**config.mk**
```make
export PLATFORM = sky130hd
export DESIGN_NAME = if_id_skid_reg_flat
export DESIGN_NICKNAME = d
export VERILOG_FILES = /design/src/rtl/pipe_pkg.sv /design/src/rtl/if_id_skid_reg_if.sv /design/src/rtl/pipe_entry_reg.sv /design/src/rtl/if_id_skid_reg.sv /design/src/flat_wrapper.sv
export SDC_FILE = /design/constraint.sdc
export NUM_CORES = 1
export LEC_CHECK = 0
export CAP_MARGIN = 0
export CELL_PAD_IN_SITES_DETAIL_PLACEMENT = 1
export CELL_PAD_IN_SITES_GLOBAL_PLACEMENT = 1
export CORE_ASPECT_RATIO = 0.75
export CORE_UTILIZATION = 35
export CTS_BUF_LIST = sky130_fd_sc_hd__clkbuf_4 sky130_fd_sc_hd__clkbuf_8
export DETAILED_ROUTE_END_ITERATION = 8
export GPL_ROUTABILITY_DRIVEN = 0
export HOLD_SLACK_MARGIN = 0.12
export PLACE_DENSITY = 0.8
export SLEW_MARGIN = 15
export SYNTH_ARGS = -nofsm -noshare
export SYNTH_HDL_FRONTEND = slang
export SYNTH_SLANG_ARGS = --single-unit
```
**constraint.sdc**
```tcl
create_clock -name clock -period 2.5 [get_ports clock]
set_input_delay 0.375 -clock clock [delete_from_list [all_inputs] [get_ports clock]]
set_output_delay 0.375 -clock clock [all_outputs]
set_load 0.02 [all_outputs]
```
**src/rtl/pipe_pkg.sv**
```systemverilog
// Shared definitions for the IF/ID pipeline register: state encoding and
// the default reset PC / bubble instruction.
package pipe_pkg;

  typedef enum logic [1:0] {
    EMPTY = 2'b00,
    FULL  = 2'b01,
    SKID  = 2'b10
  } state_e;

  localparam logic [31:0] RESET_PC_DEFAULT  = 32'h0000_3000;
  localparam logic [31:0] NOP_INSTR_DEFAULT = 32'h0000_0000;

endpackage

```
**src/rtl/if_id_skid_reg_if.sv**
```systemverilog
// Fetch/decode handshake bundle for the IF/ID register; the master side is
// the environment (fetch + decode), the slave side is the pipeline register.
interface if_id_skid_reg_if #(
  parameter int ADDR_W  = 32,
  parameter int INSTR_W = 32,
  parameter int CNT_W   = 16
);

  logic               in_valid;
  logic               in_ready;
  logic [ADDR_W-1:0]  in_npc;
  logic [INSTR_W-1:0] in_instr;
  logic               flush;
  logic               out_valid;
  logic               out_ready;
  logic [ADDR_W-1:0]  out_npc;
  logic [INSTR_W-1:0] out_instr;
  logic [CNT_W-1:0]   stall_cnt;
  logic [CNT_W-1:0]   flush_cnt;

  modport master (
    output in_valid, in_npc, in_instr, flush, out_ready,
    input  in_ready, out_valid, out_npc, out_instr, stall_cnt, flush_cnt
  );

  modport slave (
    input  in_valid, in_npc, in_instr, flush, out_ready,
    output in_ready, out_valid, out_npc, out_instr, stall_cnt, flush_cnt
  );

endinterface

```
**src/rtl/pipe_entry_reg.sv**
```systemverilog
// One load-enabled {valid, npc, instr} holding register with a synchronous
// active-low clear that restores the reset PC and bubble instruction.
module pipe_entry_reg #(
  parameter int                 ADDR_W    = 32,
  parameter int                 INSTR_W   = 32,
  parameter logic [ADDR_W-1:0]  CLR_NPC   = '0,
  parameter logic [INSTR_W-1:0] CLR_INSTR = '0
) (
  input  logic               clock,
  input  logic               i_clr_n,
  input  logic               i_load,
  input  logic               i_valid,
  input  logic [ADDR_W-1:0]  i_npc,
  input  logic [INSTR_W-1:0] i_instr,
  output logic               o_valid,
  output logic [ADDR_W-1:0]  o_npc,
  output logic [INSTR_W-1:0] o_instr
);

  logic               r_valid;
  logic [ADDR_W-1:0]  r_npc;
  logic [INSTR_W-1:0] r_instr;

  always_ff @(posedge clock) begin
    if (!i_clr_n) begin
      r_valid <= 1'b0;
      r_npc   <= CLR_NPC;
      r_instr <= CLR_INSTR;
    end else if (i_load) begin
      r_valid <= i_valid;
      r_npc   <= i_npc;
      r_instr <= i_instr;
    end
  end

  assign o_valid = r_valid;
  assign o_npc   = r_npc;
  assign o_instr = r_instr;

endmodule

```
**src/rtl/if_id_skid_reg.sv**
```systemverilog
// IF/ID pipeline register with a 2-entry skid buffer and synchronous flush.
// Optional statistics counters are enabled by defining IF_ID_PIPE_STATS_EN.
module if_id_skid_reg
  import pipe_pkg::*;
#(
  parameter int                 ADDR_W    = 32,
  parameter int                 INSTR_W   = 32,
  parameter logic [ADDR_W-1:0]  RESET_PC  = ADDR_W'(RESET_PC_DEFAULT),
  parameter logic [INSTR_W-1:0] NOP_INSTR = INSTR_W'(NOP_INSTR_DEFAULT),
  parameter int                 CNT_W     = 16
) (
  input  logic           clock,
  input  logic           reset,
  if_id_skid_reg_if.slave bus
);

  state_e r_state, w_state_nxt;

  logic               w_clr_n;
  logic               w_accept;
  logic               w_deliver;

  logic               w_main_load;
  logic               w_main_vld_d;
  logic [ADDR_W-1:0]  w_main_npc_d;
  logic [INSTR_W-1:0] w_main_instr_d;
  logic               w_main_vld;
  logic [ADDR_W-1:0]  w_main_npc;
  logic [INSTR_W-1:0] w_main_instr;

  logic               w_skid_load;
  logic               w_skid_vld_d;
  logic               w_skid_vld;
  logic [ADDR_W-1:0]  w_skid_npc;
  logic [INSTR_W-1:0] w_skid_instr;

  // Flush shares the clear path with reset so both restore RESET_PC/NOP.
  assign w_clr_n   = reset & ~bus.flush;
  assign w_accept  = bus.in_valid & ~w_skid_vld;
  assign w_deliver = w_main_vld & bus.out_ready;

  always_ff @(posedge clock) begin
    if (!w_clr_n) r_state <= EMPTY;
    else          r_state <= w_state_nxt;
  end

  always_comb begin
    w_state_nxt    = r_state;
    w_main_load    = 1'b0;
    w_main_vld_d   = 1'b0;
    w_main_npc_d   = bus.in_npc;
    w_main_instr_d = bus.in_instr;
    w_skid_load    = 1'b0;
    w_skid_vld_d   = 1'b0;
    case (r_state)
      EMPTY: begin
        if (w_accept) begin
          w_main_load  = 1'b1;
          w_main_vld_d = 1'b1;
          w_state_nxt  = FULL;
        end
      end
      FULL: begin
        if (w_accept && w_deliver) begin
          w_main_load  = 1'b1;
          w_main_vld_d = 1'b1;
        end else if (w_accept) begin
          w_skid_load  = 1'b1;
          w_skid_vld_d = 1'b1;
          w_state_nxt  = SKID;
        end else if (w_deliver) begin
          // Drain to a bubble: keep the last npc, show the NOP instruction.
          w_main_load    = 1'b1;
          w_main_npc_d   = w_main_npc;
          w_main_instr_d = NOP_INSTR;
          w_state_nxt    = EMPTY;
        end
      end
      SKID: begin
        if (w_deliver) begin
          w_main_load    = 1'b1;
          w_main_vld_d   = 1'b1;
          w_main_npc_d   = w_skid_npc;
          w_main_instr_d = w_skid_instr;
          w_skid_load    = 1'b1;
          w_state_nxt    = FULL;
        end
      end
      default: w_state_nxt = EMPTY;
    endcase
  end

  pipe_entry_reg #(
    .ADDR_W    (ADDR_W),
    .INSTR_W   (INSTR_W),
    .CLR_NPC   (RESET_PC),
    .CLR_INSTR (NOP_INSTR)
  ) u_main (
    .clock   (clock),
    .i_clr_n (w_clr_n),
    .i_load  (w_main_load),
    .i_valid (w_main_vld_d),
    .i_npc   (w_main_npc_d),
    .i_instr (w_main_instr_d),
    .o_valid (w_main_vld),
    .o_npc   (w_main_npc),
    .o_instr (w_main_instr)
  );

  pipe_entry_reg #(
    .ADDR_W    (ADDR_W),
    .INSTR_W   (INSTR_W),
    .CLR_NPC   (RESET_PC),
    .CLR_INSTR (NOP_INSTR)
  ) u_skid (
    .clock   (clock),
    .i_clr_n (w_clr_n),
    .i_load  (w_skid_load),
    .i_valid (w_skid_vld_d),
    .i_npc   (bus.in_npc),
    .i_instr (bus.in_instr),
    .o_valid (w_skid_vld),
    .o_npc   (w_skid_npc),
    .o_instr (w_skid_instr)
  );

  assign bus.in_ready  = ~w_skid_vld;
  assign bus.out_valid = w_main_vld;
  assign bus.out_npc   = w_main_npc;
  assign bus.out_instr = w_main_instr;

`ifdef IF_ID_PIPE_STATS_EN
  logic [CNT_W-1:0] r_stall_cnt;
  logic [CNT_W-1:0] r_flush_cnt;

  function automatic logic [CNT_W-1:0] sat_inc(input logic [CNT_W-1:0] v);
    return (&v) ? v : v + {{(CNT_W-1){1'b0}}, 1'b1};
  endfunction

  always_ff @(posedge clock) begin
    if (!reset) begin
      r_stall_cnt <= '0;
      r_flush_cnt <= '0;
    end else begin
      if (w_main_vld && !bus.out_ready) r_stall_cnt <= sat_inc(r_stall_cnt);
      // A valid main entry is present whenever anything at all is held.
      if (bus.flush && w_main_vld)      r_flush_cnt <= sat_inc(r_flush_cnt);
    end
  end

  assign bus.stall_cnt = r_stall_cnt;
  assign bus.flush_cnt = r_flush_cnt;
`else
  assign bus.stall_cnt = {CNT_W{1'b0}};
  assign bus.flush_cnt = {CNT_W{1'b0}};
`endif

endmodule
```
**src/flat_wrapper.sv**
```systemverilog
// flat-port wrapper written by rule: the top's interface ports become plain ports
module if_id_skid_reg_flat import pipe_pkg::*;
#(
  parameter int                 ADDR_W    = 32,
  parameter int                 INSTR_W   = 32,
  parameter logic [ADDR_W-1:0]  RESET_PC  = ADDR_W'(RESET_PC_DEFAULT),
  parameter logic [INSTR_W-1:0] NOP_INSTR = INSTR_W'(NOP_INSTR_DEFAULT),
  parameter int                 CNT_W     = 16
)
  (clock, reset, bus_in_valid, bus_in_npc, bus_in_instr, bus_flush, bus_out_ready, bus_in_ready, bus_out_valid, bus_out_npc, bus_out_instr, bus_stall_cnt, bus_flush_cnt);
  if_id_skid_reg_if #(.ADDR_W(ADDR_W), .INSTR_W(INSTR_W), .CNT_W(CNT_W)) bus_i ();
  input  logic clock;
  input  logic reset;
  input wire logic [$bits(bus_i.in_valid)-1:0] bus_in_valid;
  input wire logic [$bits(bus_i.in_npc)-1:0] bus_in_npc;
  input wire logic [$bits(bus_i.in_instr)-1:0] bus_in_instr;
  input wire logic [$bits(bus_i.flush)-1:0] bus_flush;
  input wire logic [$bits(bus_i.out_ready)-1:0] bus_out_ready;
  output wire logic [$bits(bus_i.in_ready)-1:0] bus_in_ready;
  output wire logic [$bits(bus_i.out_valid)-1:0] bus_out_valid;
  output wire logic [$bits(bus_i.out_npc)-1:0] bus_out_npc;
  output wire logic [$bits(bus_i.out_instr)-1:0] bus_out_instr;
  output wire logic [$bits(bus_i.stall_cnt)-1:0] bus_stall_cnt;
  output wire logic [$bits(bus_i.flush_cnt)-1:0] bus_flush_cnt;
  assign bus_i.in_valid = bus_in_valid;
  assign bus_i.in_npc = bus_in_npc;
  assign bus_i.in_instr = bus_in_instr;
  assign bus_i.flush = bus_flush;
  assign bus_i.out_ready = bus_out_ready;
  assign bus_in_ready = bus_i.in_ready;
  assign bus_out_valid = bus_i.out_valid;
  assign bus_out_npc = bus_i.out_npc;
  assign bus_out_instr = bus_i.out_instr;
  assign bus_stall_cnt = bus_i.stall_cnt;
  assign bus_flush_cnt = bus_i.flush_cnt;
  if_id_skid_reg #(.ADDR_W(ADDR_W), .INSTR_W(INSTR_W), .RESET_PC(RESET_PC), .NOP_INSTR(NOP_INSTR), .CNT_W(CNT_W)) u_core (.clock(clock), .reset(reset), .bus(bus_i));
endmodule
```
==> metrics.md, run 1 <==
| Metric | Value |
|---|---|
| Total grt overflow | `0` |
| Top_reg_cell synth | `dfxtp_1` |
| CTS tree | `built` |
| Die width | `approximately 150 um` |
| Reg-to-Reg End | `u_core.u_main.o_npc[20]` |
| Post-Syn Instances | `650` |
| Initial DRT Pass Iterations | `7` |
| Tcrit/Tclk final | `0.8348` |
| Slew Limit Headroom | `0.6621` |
| Reg clk slew, reported paths | `about 80 ps` |
| Worst vdd ir | `about 380 uV` |
| Routed met1 length | `7380 um` |
| Vias in the first global route | `5,103` |
| Post-synthesis cell area | `about 5900 um^2` |
| Vias per cell | `approximately 5.0` |
| Antenna viol nets, final | `0` |
| Min Tclk post-route | `roughly 2100 ps` |
| Smallest hold slack | `between 400 and 500 ps` |
| Layout cell share with drive strength beyond 1 | `0.09044` |
| Hold Crit Start | `u_core.u_skid.o_instr[29]` |
| Worst Hold Class | `reg2reg` |
| Met2 wire len | `7606 um` |
| Skew final | `8.974 ps` |
| Post-Place Cells | `952` |
| Core ar. | `roughly 16,000 um^2` |
| Hold depth | `2` |
| Fraction of registers with async set/reset | `0` |
| Nets | `~840` |
| R2R setup slack | `410 ps` |
| RSZ-0062 raised after global routing | `no` |
| Final Util | `0.4807` |
| Worst reg2reg path depth | `7` |
| CTS max path bufs | `2` |
| Endpoints failing setup | `0` |
| Hold_buf cts | `0` |
| Leading area contributor after synthesis | `dfxtp_1` |
| Seq cells post-synth | `between 100 and 150` |
| Max Cap Viol | `0` |
| PD cells | `between 600 and 700 nW/um^2` |
| Worst-margin pin slew | `slightly above 500 ps` |
| Slew Viols, Final | `0` |
| Reg-to-Reg Start | `u_core.r_state[1]` |
| First-pass GRT wire length | `around 26,000 um` |
| Path type of the worst setup path | `reg2reg` |
| Routed via count | `roughly 4,900` |
| Initial core utilization | `0.3645` |
| Fin cells | `984` |
| GRT Total Usage | `0.1860` |
| Hold endpoint | `u_core.u_skid.o_instr[29]` |
| Io pins | `167` |
| CP Capture Type | `flip-flop` |
| Sequential share of power | `0.445` |
| H-tree depth | `4` |
| Post-DP HPWL | `~11,000 um` |
| Post-DR wirelength/cell | `approximately 16 um` |
| Root Buffer | `clkbuf_8` |
| Sink Count | `around 130` |
| Die area | `about 17,000 um^2` |
| Top cells by area, synth | `dfxtp_1 45%, mux2i_1 16%, nand2_1 8.0%` |
| Port bufs | `134` |
| Initial antenna violation count | `1` |
| Internal power | `3.674 mW` |
| Synthesis-to-finish area growth | `31.86%` |
| Register area share after synthesis | `0.4457` |
| Setup crit start kind | `flip-flop` |
| Critical path peak fanout | `64` |
| Failing checks | `design-rule violations` |
| Met3 WL post-DR | `806 um` |
| Clk Latency, worst-skew pair | `430 ps` |
| Number of synthesized flops with an enable pin | `0` |
| Leakage | `approximately 3.0 nW` |
| Status | `finished, violations left` |
| Num CTS Buffers | `17` |
| Ant diodes | `0` |
| Max layer used | `met4` |
| PostCTS Resize Cnt | `0` |
| Largest net degree at the start of global routing | `94` |
| Die Span Y | `about 110 um` |
| Number of DRC markers in iteration 0 | `240` |
| Number of fill cells | `~1,800` |
| Top-area cell type share of the netlist area | `0.4457` |
| NetSw | `roughly 1.3 mW` |
| Total Wirelength | `roughly 16,000 um` |
| Fmax achieved | `around 480 MHz` |
| Combinational share of power | `0.146` |
| # Post-CTS Setup Buffers | `0` |
| # DRC | `7` |
| Distinct cells, synth | `34` |
| Site Rows | `40` |
| Setup tns final | `0 ps` |
| Syn Area/Cell | `9.122 um^2` |
| Yosys synthesis warning count | `0` |
| Clk pwr share | `0.409` |
| WP data required | `about 2800 ps` |
| Final hold vios | `0` |
| CP Data Arrival Time | `about 2400 ps` |
| Sw frac | `0.2563` |
[power by group through the flow]
stage	sequential [mW]	combinational, mW	clock, mW
finish	2.20	0.723	2.02
CTS	2.20	0.726	2.08
global placement	2.24	0.699	0
detailed placement	2.25	0.722	0
floorplan	2.30	0.377	0
global route	2.20	0.779	2.17
[metrics by stage]
| stage | total power, mW | area, um^2 | setup slack [ps] |
|---|---|---|---|
| 2_1_floorplan | 2.681 | 6046 | 662.0 |
| 3_3_place_gp | 2.943 | 7371 | 408.7 |
| 3_5_place_dp | 2.968 | 7371 | 299.1 |
| 4_1_cts | 5.006 | 7819 | 395.4 |
| 5_1_grt | 5.157 | 7819 | 256.7 |
| 6_report | 4.940 | 7819 | 412.9 |
[routing by layer]
metal | up-vias | global-route usage
met5 | - | 0
li1 | 2401 | -
met1 | 2365 | 0.2305
met4 | 0 | 0.05918
met3 | 23 | 0.04921
met2 | 134 | 0.3177
[synth_stat cells (2+ instances only)]
cell / number
nor2_1: 39
nor2b_1: 2
buf_2: 17
a211oi_1: 14
a31oi_1: 3
dfxtp_1: 132
nand2_1: 127
o21ai_0: 35
nand2b_1: 2
nor3_1: 3
a21oi_1: 38
mux2i_1: 97
buf_4: 39
nand3_1: 2
a211oi_2: 16
inv_1: 5
buf_6: 3
ha_1: 5
clkbuf_1: 25
a22oi_1: 32
[flip-flops by register name (all words and copies together), names as in the netlist]
register,count
u_core.r_state,2
u_core.u_main.o_instr,32
u_core.u_main.o_npc,32
u_core.u_main.o_valid,1
u_core.u_skid.o_instr,32
u_core.u_skid.o_npc,32
u_core.u_skid.o_valid,1
[cells by family after synthesis]
family | count (synthesis) | synth area share
adder cells (fa/ha/maj) | 5 | 0.01055
flip-flops | 132 | 0.4457
XOR/XNOR | 1 | 0.001477
AO/OA/AOI/OAI | 143 | 0.1686
multiplexers | 97 | 0.1637
buffers and inverters | 90 | 0.08905
other | 1 | 0.0006324
AND/OR/NAND/NOR | 181 | 0.1203
[critical path: stages (launching register included)]
cell	delay [ps]
dfxtp_1	400
inv_1	110
ha_1	300
or2_2	350
o32ai_4	150
buf_12	330
nor2_1	80
a211oi_1	250
[worst max-delay path by stage]
stage | startpoint | to | slack, ps | cells past startpoint
floorplan | u_core.r_state[1] | u_core.u_main.o_npc[1] | 660 | 7
global placement | bus_out_ready | u_core.u_main.o_npc[14] | 410 | 6
detailed placement | bus_out_ready | u_core.u_main.o_npc[20] | 300 | 6
CTS | u_core.r_state[1] | u_core.u_main.o_npc[20] | 400 | 7
global route | u_core.r_state[1] | u_core.u_main.o_npc[14] | 260 | 7
finish | u_core.r_state[1] | u_core.u_main.o_npc[20] | 410 | 7
[cells in the final DEF (no fill, tap or decap), types with 8 or more instances in the layout]
cell type,count
clkbuf_8,20
conb_1,32
a22oi_1,32
a211oi_1,14
clkdlybuf4s50_1,134
o21ai_0,35
buf_12,8
dfxtp_1,132
a211oi_2,16
a21oi_1,36
nand2_1,127
nor2_1,38
mux2i_1,97
[cell type report]
| class | count | area (um^2) | area share |
|---|---|---|---|
| well taps | 210 | 262.8 | 0.03361 |
| inverters | 5 | 18.77 | 0.002400 |
| clock inverters | 9 | 150.1 | 0.01920 |
| flip-flops and latches | 132 | 2643 | 0.3380 |
| multi-input cells | 459 | 2915 | 0.3729 |
| repair buffers | 146 | 1531 | 0.1959 |
| clock buffers | 23 | 297.8 | 0.03809 |
No activity file was read; power rests on OpenSTA's default activity.
==> inputs of run 2 (changes only) <==
--- a/config.mk
+++ b/config.mk
@@ -9,12 +9,12 @@
 export CELL_PAD_IN_SITES_DETAIL_PLACEMENT = 1
 export CELL_PAD_IN_SITES_GLOBAL_PLACEMENT = 1
 export CORE_ASPECT_RATIO = 0.75
-export CORE_UTILIZATION = 35
+export CORE_UTILIZATION = 33
 export CTS_BUF_LIST = sky130_fd_sc_hd__clkbuf_4 sky130_fd_sc_hd__clkbuf_8
 export DETAILED_ROUTE_END_ITERATION = 8
 export GPL_ROUTABILITY_DRIVEN = 0
 export HOLD_SLACK_MARGIN = 0.12
-export PLACE_DENSITY = 0.8
+export PLACE_DENSITY = 0.79
 export SLEW_MARGIN = 15
 export SYNTH_ARGS = -nofsm -noshare
 export SYNTH_HDL_FRONTEND = slang
==> constraint.sdc (replaced) <==
create_clock -name clock -period 1.8 [get_ports clock]
set_input_delay 0.27 -clock clock [delete_from_list [all_inputs] [get_ports clock]]
set_output_delay 0.27 -clock clock [all_outputs]
set_load 0.02 [all_outputs]
==> run 2 against run 1 <==
  * The run now ends clean
  * Setup slack worse by 370 ps
  * Critical path depth up 1
  * Hold slack worse by 49 ps
  * Final area rose by 9.4%
  * Clock skew about the same
  * Cell count up 7.8%
  * First-iteration DRC count fell by 10%
  * Combinational power increased by 62%
  * Non-clock buffer count up 45
  * Critical path type unchanged
==> metrics.md, run 2 (synthesized netlist as in run 1, its figures left out) <==
| Metric | Value |
|---|---|
| Status | `complete, no violations` |
| Path type of the worst setup path | `reg2reg` |
| GRT Total Usage | `0.1869` |
| Post-DR wirelength/cell | `around 17 um` |
| Io pins | `approximately 170` |
| Number of DRC markers in iteration 0 | `roughly 220` |
| CP Data Arrival Time | `2120 ps` |
| Setup tns final | `0 ps` |
| Hold endpoint | `u_core.u_skid.o_npc[29]` |
| H-tree depth | `4` |
| Setup crit start kind | `flip-flop` |
| Worst vdd ir | `478.1 uV` |
| Layout cell share with drive strength beyond 1 | `0.1551` |
| WP data required | `approximately 2200 ps` |
| Leakage | `approximately 3.3 nW` |
| Vias per cell | `around 4.8` |
| Final worst slack | `~46 ps` |
| Num CTS Buffers | `17` |
| Reg-to-Reg End | `u_core.u_skid.o_instr[10]` |
| Synthesis-to-finish area growth | `44.23%` |
| Tcrit/Tclk final | `0.9744` |
| Die area | `roughly 19,000 um^2` |
| Endpoints failing setup | `0` |
| Core ar. | `17,600 um^2` |
| CP max-delay cell | `dfxtp_4` |
| Routed via count | `approximately 5,100` |
| R2R setup slack | `~46 ps` |
| Hold Crit Start | `bus_in_npc[29]` |
| Skew final | `between 8 and 9 ps` |
| Die width | `156.8 um` |
| Clk Latency, worst-skew pair | `roughly 440 ps` |
| Site Rows | `42` |
| Antenna viol nets, final | `0` |
| Sink Count | `132` |
| Final hold vios | `0` |
| Hold depth | `3` |
| Initial antenna violation count | `0` |
| Place WS | `-188.9 ps` |
| Reg clk slew, reported paths | `80 ps` |
| Post-DP HPWL | `11,000 um` |
| Initial DRT Pass Iterations | `7` |
| Number of fill cells | `approximately 2,000` |
| Initial core utilization | `0.3368` |
| Post-route cell area | `approximately 8600 um^2` |
| Placed standard-cell area | `about 7700 um^2` |
| Min Tclk post-route | `roughly 1800 ps` |
| Die Span Y | `between 100 and 150 um` |
| Critical path peak fanout | `14` |
| Commonest non-fill, non-tap cell in the layout | `clkdlybuf4s50_1` |
| Fmax achieved | `about 570 MHz` |
| Most frequent cells in the layout | `131 x clkdlybuf4s50_1, 129 x dfxtp_1, 127 x nand2_1` |
| Reg-to-Reg Start | `u_core.r_state[0]` |
| Smallest hold slack | `between 400 and 500 ps` |
| PD cells | `between 800 and 900 nW/um^2` |
| CP Capture Type | `flip-flop` |
| Most frequent CP cell | `inv_2` |
| Slew Viols, Final | `0` |
| First-pass GRT wire length | `between 20,000 and 30,000 um` |
| Worst reg2reg path depth | `8` |
| Nets | `between 800 and 900` |
| Total Wirelength | `about 18,000 um` |
| # DRC | `0` |
| Max incr delay on CP | `380 ps` |
| Port bufs | `134` |
| Root Buffer | `clkbuf_8` |
| Hold_buf cts | `0` |
| Largest net degree at the start of global routing | `63` |
| Ant diodes | `0` |
| Total grt overflow | `0` |
| Area of the multi-input gates | `around 3000 um^2` |
| Max Cap Viol | `0` |
| Vias in the first global route | `around 5,200` |
| Overall power | `roughly 7.3 mW` |
| CTS max path bufs | `2` |
| Worst Hold Class | `in2reg` |
| FF+latch area | `around 2700 um^2` |
| CTS tree | `built` |
| CP Cell Sequence | `inv_2, ha_4, buf_4, inv_2, a21oi_4, buf_6, clkbuf_16, mux2i_1` |
run 2: changes by cell type in the layout (fill, tap and decap cells not counted), moves of 4 or more:
| cell | delta |
|---|---|
| buf_12 | +6 |
| buf_4 | +25 |
| clkbuf_16 | +4 |
| buf_6 | +7 |
run 2: worst max-delay path, delay by kind of cell (launching register included):
| family | cells | cell delay, ps |
|---|---|---|
| buf+inv | 5 | 610 |
| compound gates | 1 | 210 |
| fa+ha+maj | 1 | 270 |
| flops | 1 | 380 |
| mux | 1 | 200 |
run 2: power breakdown:
part           leakage, nW  internal (mW)  switching [mW]
Sequential            1.07           3.00          0.0526
Combinational         1.98          0.558           0.613
Clock                0.246           1.86            1.21
run 2: timing repair:
item	in CTS	in global routing
gates cloned	2	5
setup buffers	2	6
gates resized for setup	17	19
endpoints found under the setup margin	120	125
pin swaps	1	5
run 2: how the worst max path moves through the flow:
stage | startpoint | to | slack [ps] | cells past startpoint
detailed placement | bus_out_ready | u_core.u_main.o_npc[30] | -190 | 6
floorplan | u_core.r_state[1] | u_core.u_main.o_npc[6] | 8 | 8
global placement | bus_out_ready | u_core.u_main.o_npc[7] | -140 | 6
CTS | u_core.r_state[0] | u_core.u_main.o_npc[0] | -20 | 8
global route | u_core.r_state[0] | u_core.u_main.o_instr[5] | -7 | 7
finish | u_core.r_state[0] | u_core.u_skid.o_instr[10] | 50 | 8
run 2: final cells by class:
type / instances / share of cell area
multi-input cells: 459 / 0.3501
well taps: 242 / 0.03541
flip-flops and latches: 132 / 0.3100
repair buffers: 191 / 0.2446
inverters: 5 / 0.002487
clock inverters: 13 / 0.02677
clock buffers: 19 / 0.03058
run 2: routing by layer:
metal  vias to the layer above  GRT usage  part of all wire
li1                       2498          -                 -
met1                      2469     0.2447              0.49
met2                        95     0.2958              0.46
met3                         7    0.05817             0.045
met4                         0    0.04779            0.0046
met5                         -          0                 0
run 2: stage by stage:
stage	std cells	utilization
after detailed placement	1014	0.4366
after global placement	1014	0.4366
after global routing	1061	0.4858
after CTS	1050	0.4733
after floorplan	681	-
final	1061	0.4858
==> inputs of run 3 (changes only) <==
--- a/config.mk
+++ b/config.mk
@@ -15,6 +15,7 @@
 export GPL_ROUTABILITY_DRIVEN = 0
 export HOLD_SLACK_MARGIN = 0.12
 export PLACE_DENSITY = 0.79
+export SKIP_CTS_REPAIR_TIMING = 1
 export SLEW_MARGIN = 15
 export SYNTH_ARGS = -nofsm -noshare
 export SYNTH_HDL_FRONTEND = slang
==> run 3 against run 2 <==
  * Wire length fell by 3.4%
  * Critical path type unchanged
  * Die area did not move
  * Largest cell class unchanged
  * Hold slack improved by 0.66 ps
  * Global-route usage fell by 0.75 points
  * Cell count fell by 0.66%
  * Largest power group unchanged
  * Sequential cell count did not move
==> metrics.md, run 3 (synthesized netlist as in run 1, its figures left out) <==
| Metric | Value |
|---|---|
| Post-DP HPWL | `approximately 11,000 um` |
| PD cells | `about 860 nW/um^2` |
| Leakage | `roughly 3.3 nW` |
| Synthesis-to-finish area growth | `42.27%` |
| Path type of the worst setup path | `reg2reg` |
| # DRC | `0` |
| Antenna viol nets, final | `0` |
| Reg clk slew, reported paths | `approximately 80 ps` |
| Ant diodes | `0` |
| Skew final | `8.023 ps` |
| Post-DR wirelength/cell | `approximately 16 um` |
| Worst vdd ir | `477.8 uV` |
| Smallest hold slack | `around 400 ps` |
| CP max-delay cell | `dfxtp_4` |
| Max incr delay on CP | `approximately 360 ps` |
| Min Tclk post-route | `about 1800 ps` |
| Total grt overflow | `0` |
| Core ar. | `around 18,000 um^2` |
| Num CTS Buffers | `17` |
| Commonest non-fill, non-tap cell in the layout | `clkdlybuf4s50_1` |
| Status | `complete, no violations` |
| GRT Total Usage | `0.1794` |
| H-tree depth | `4` |
| Die Span Y | `~120 um` |
| Vias per cell | `about 4.8` |
| CP Data Arrival Time | `about 2200 ps` |
| Io pins | `about 170` |
| Gr busiest metal | `met2` |
| Tcrit/Tclk final | `0.9968` |
| Setup crit start kind | `flip-flop` |
| Routed via count | `between 5,000 and 6,000` |
| Slew Viols, Final | `0` |
| Fin cells | `1,054` |
| M3 GR Usage | `0.05817` |
| Most frequent cells in the layout | `131 x clkdlybuf4s50_1, 130 x dfxtp_1, 127 x nand2_1` |
| RSZ-0062 raised after global routing | `yes` |
| First-pass GRT wire length | `roughly 26,000 um` |
| Fmax achieved | `between 500 and 600 MHz` |
| WP data required | `around 2200 ps` |
| Largest net degree at the start of global routing | `63` |
| Port bufs | `~130` |
| R2R setup slack | `between 5 and 6 ps` |
| Most frequent CP cell | `buf_4` |
| Initial antenna violation count | `0` |
| Sink Count | `~130` |
| Critical path peak fanout | `12` |
| Die area | `18,510 um^2` |
| Vias in the first global route | `5,146` |
| Initial core utilization | `0.3368` |
| Endpoints failing setup | `0` |
| Worst Hold Class | `in2reg` |
| CTS max path bufs | `2` |
| CTS tree | `built` |
| CP Cell Sequence | `buf_4, ha_4, a31oi_1, o32ai_4, buf_12, clkbuf_16, buf_4, a211oi_2` |
| Clk Latency, worst-skew pair | `440 ps` |
| Global-route met2 utilization | `0.2839` |
| Nets | `about 870` |
| Post-Place Cells | `1,014` |
| Initial DRT Pass Iterations | `4` |
| Max Cap Viol | `0` |
| Die width | `~160 um` |
| Final hold vios | `0` |
| Total Wirelength | `~17,000 um` |
| Layout cell share with drive strength beyond 1 | `0.1453` |
| GR Util met1 | `0.2327` |
| Site Rows | `42` |
| CP Capture Type | `flip-flop` |
| Number of DRC markers in iteration 0 | `219` |
| Root Buffer | `clkbuf_8` |
==> run 3: cell types whose count changed in the layout (fill, tap and decap cells not counted), sizes merged <==
cell | before | now
inv | 5 | 4
clkinvlp | 1 | 2
dlygate4sd2 | 1 | 0
dlymetal6s2s | 2 | 3
buf | 53 | 46
==> run 3: path summary, 6_finish.rpt <==
kind                           from                 endpoint  cells after the start
max               u_core.r_state[0]   u_core.u_main.o_npc[7]                      8
min                  bus_in_npc[15]  u_core.u_skid.o_npc[15]                      3
max reg2reg       u_core.r_state[0]   u_core.u_main.o_npc[7]                      8
min reg2reg  u_core.u_skid.o_npc[0]   u_core.u_skid.o_npc[0]                      2
==> run 3: worst max-delay path: cells and delay by family, from the launching register on <==
family | cells | cell delay, ps
DFF | 1 | 360
adders and majority gates | 1 | 170
buffers and inverters | 4 | 620
AOI/OAI and AO/OA | 3 | 560
==> run 3: where the power goes <==
part           total, mW  switching [mW]  internal (mW)
clock               3.07            1.21           1.86
sequential          3.05          0.0505           3.00
combinational       1.13           0.600          0.533
total               7.26            1.86           5.39
==> run 3: metal layers <==
metal	up-vias	wire length, um	share of wire
met3	7	843	0.050
li1	2484	-	-
met4	0	64	0.0038
met1	2430	8251	0.49
met5	-	0	0
met2	103	7786	0.46
==> run 3: cell type report <==
class / instances / area (um^2)
Clock buffer: 19 / 261.5
Clock inverter: 13 / 229.0
Fill cell: 1978 / 9169
Inverter: 5 / 22.52
Multi-Input combinational cell: 459 / 2978
Sequential cell: 132 / 2650
Tap cell: 242 / 302.8
Timing Repair Buffer: 184 / 1992
==> run 3: metrics by stage <==
step | setup TNS [ps] | total power [mW] | instance area [um^2] | worst slack [ps] | util
global placement | -11080 | 4.151 | 7686 | -137.1 | 0.4366
CTS | -5367 | 7.283 | 8177 | -124.9 | 0.4645
global route | -539.2 | 7.577 | 8436 | -44.86 | 0.4792
floorplan | 0 | 3.724 | 6048 | 7.930 | -
detailed placement | -14290 | 4.172 | 7686 | -188.9 | 0.4366
finish | 0 | 7.257 | 8436 | 5.699 | 0.4792
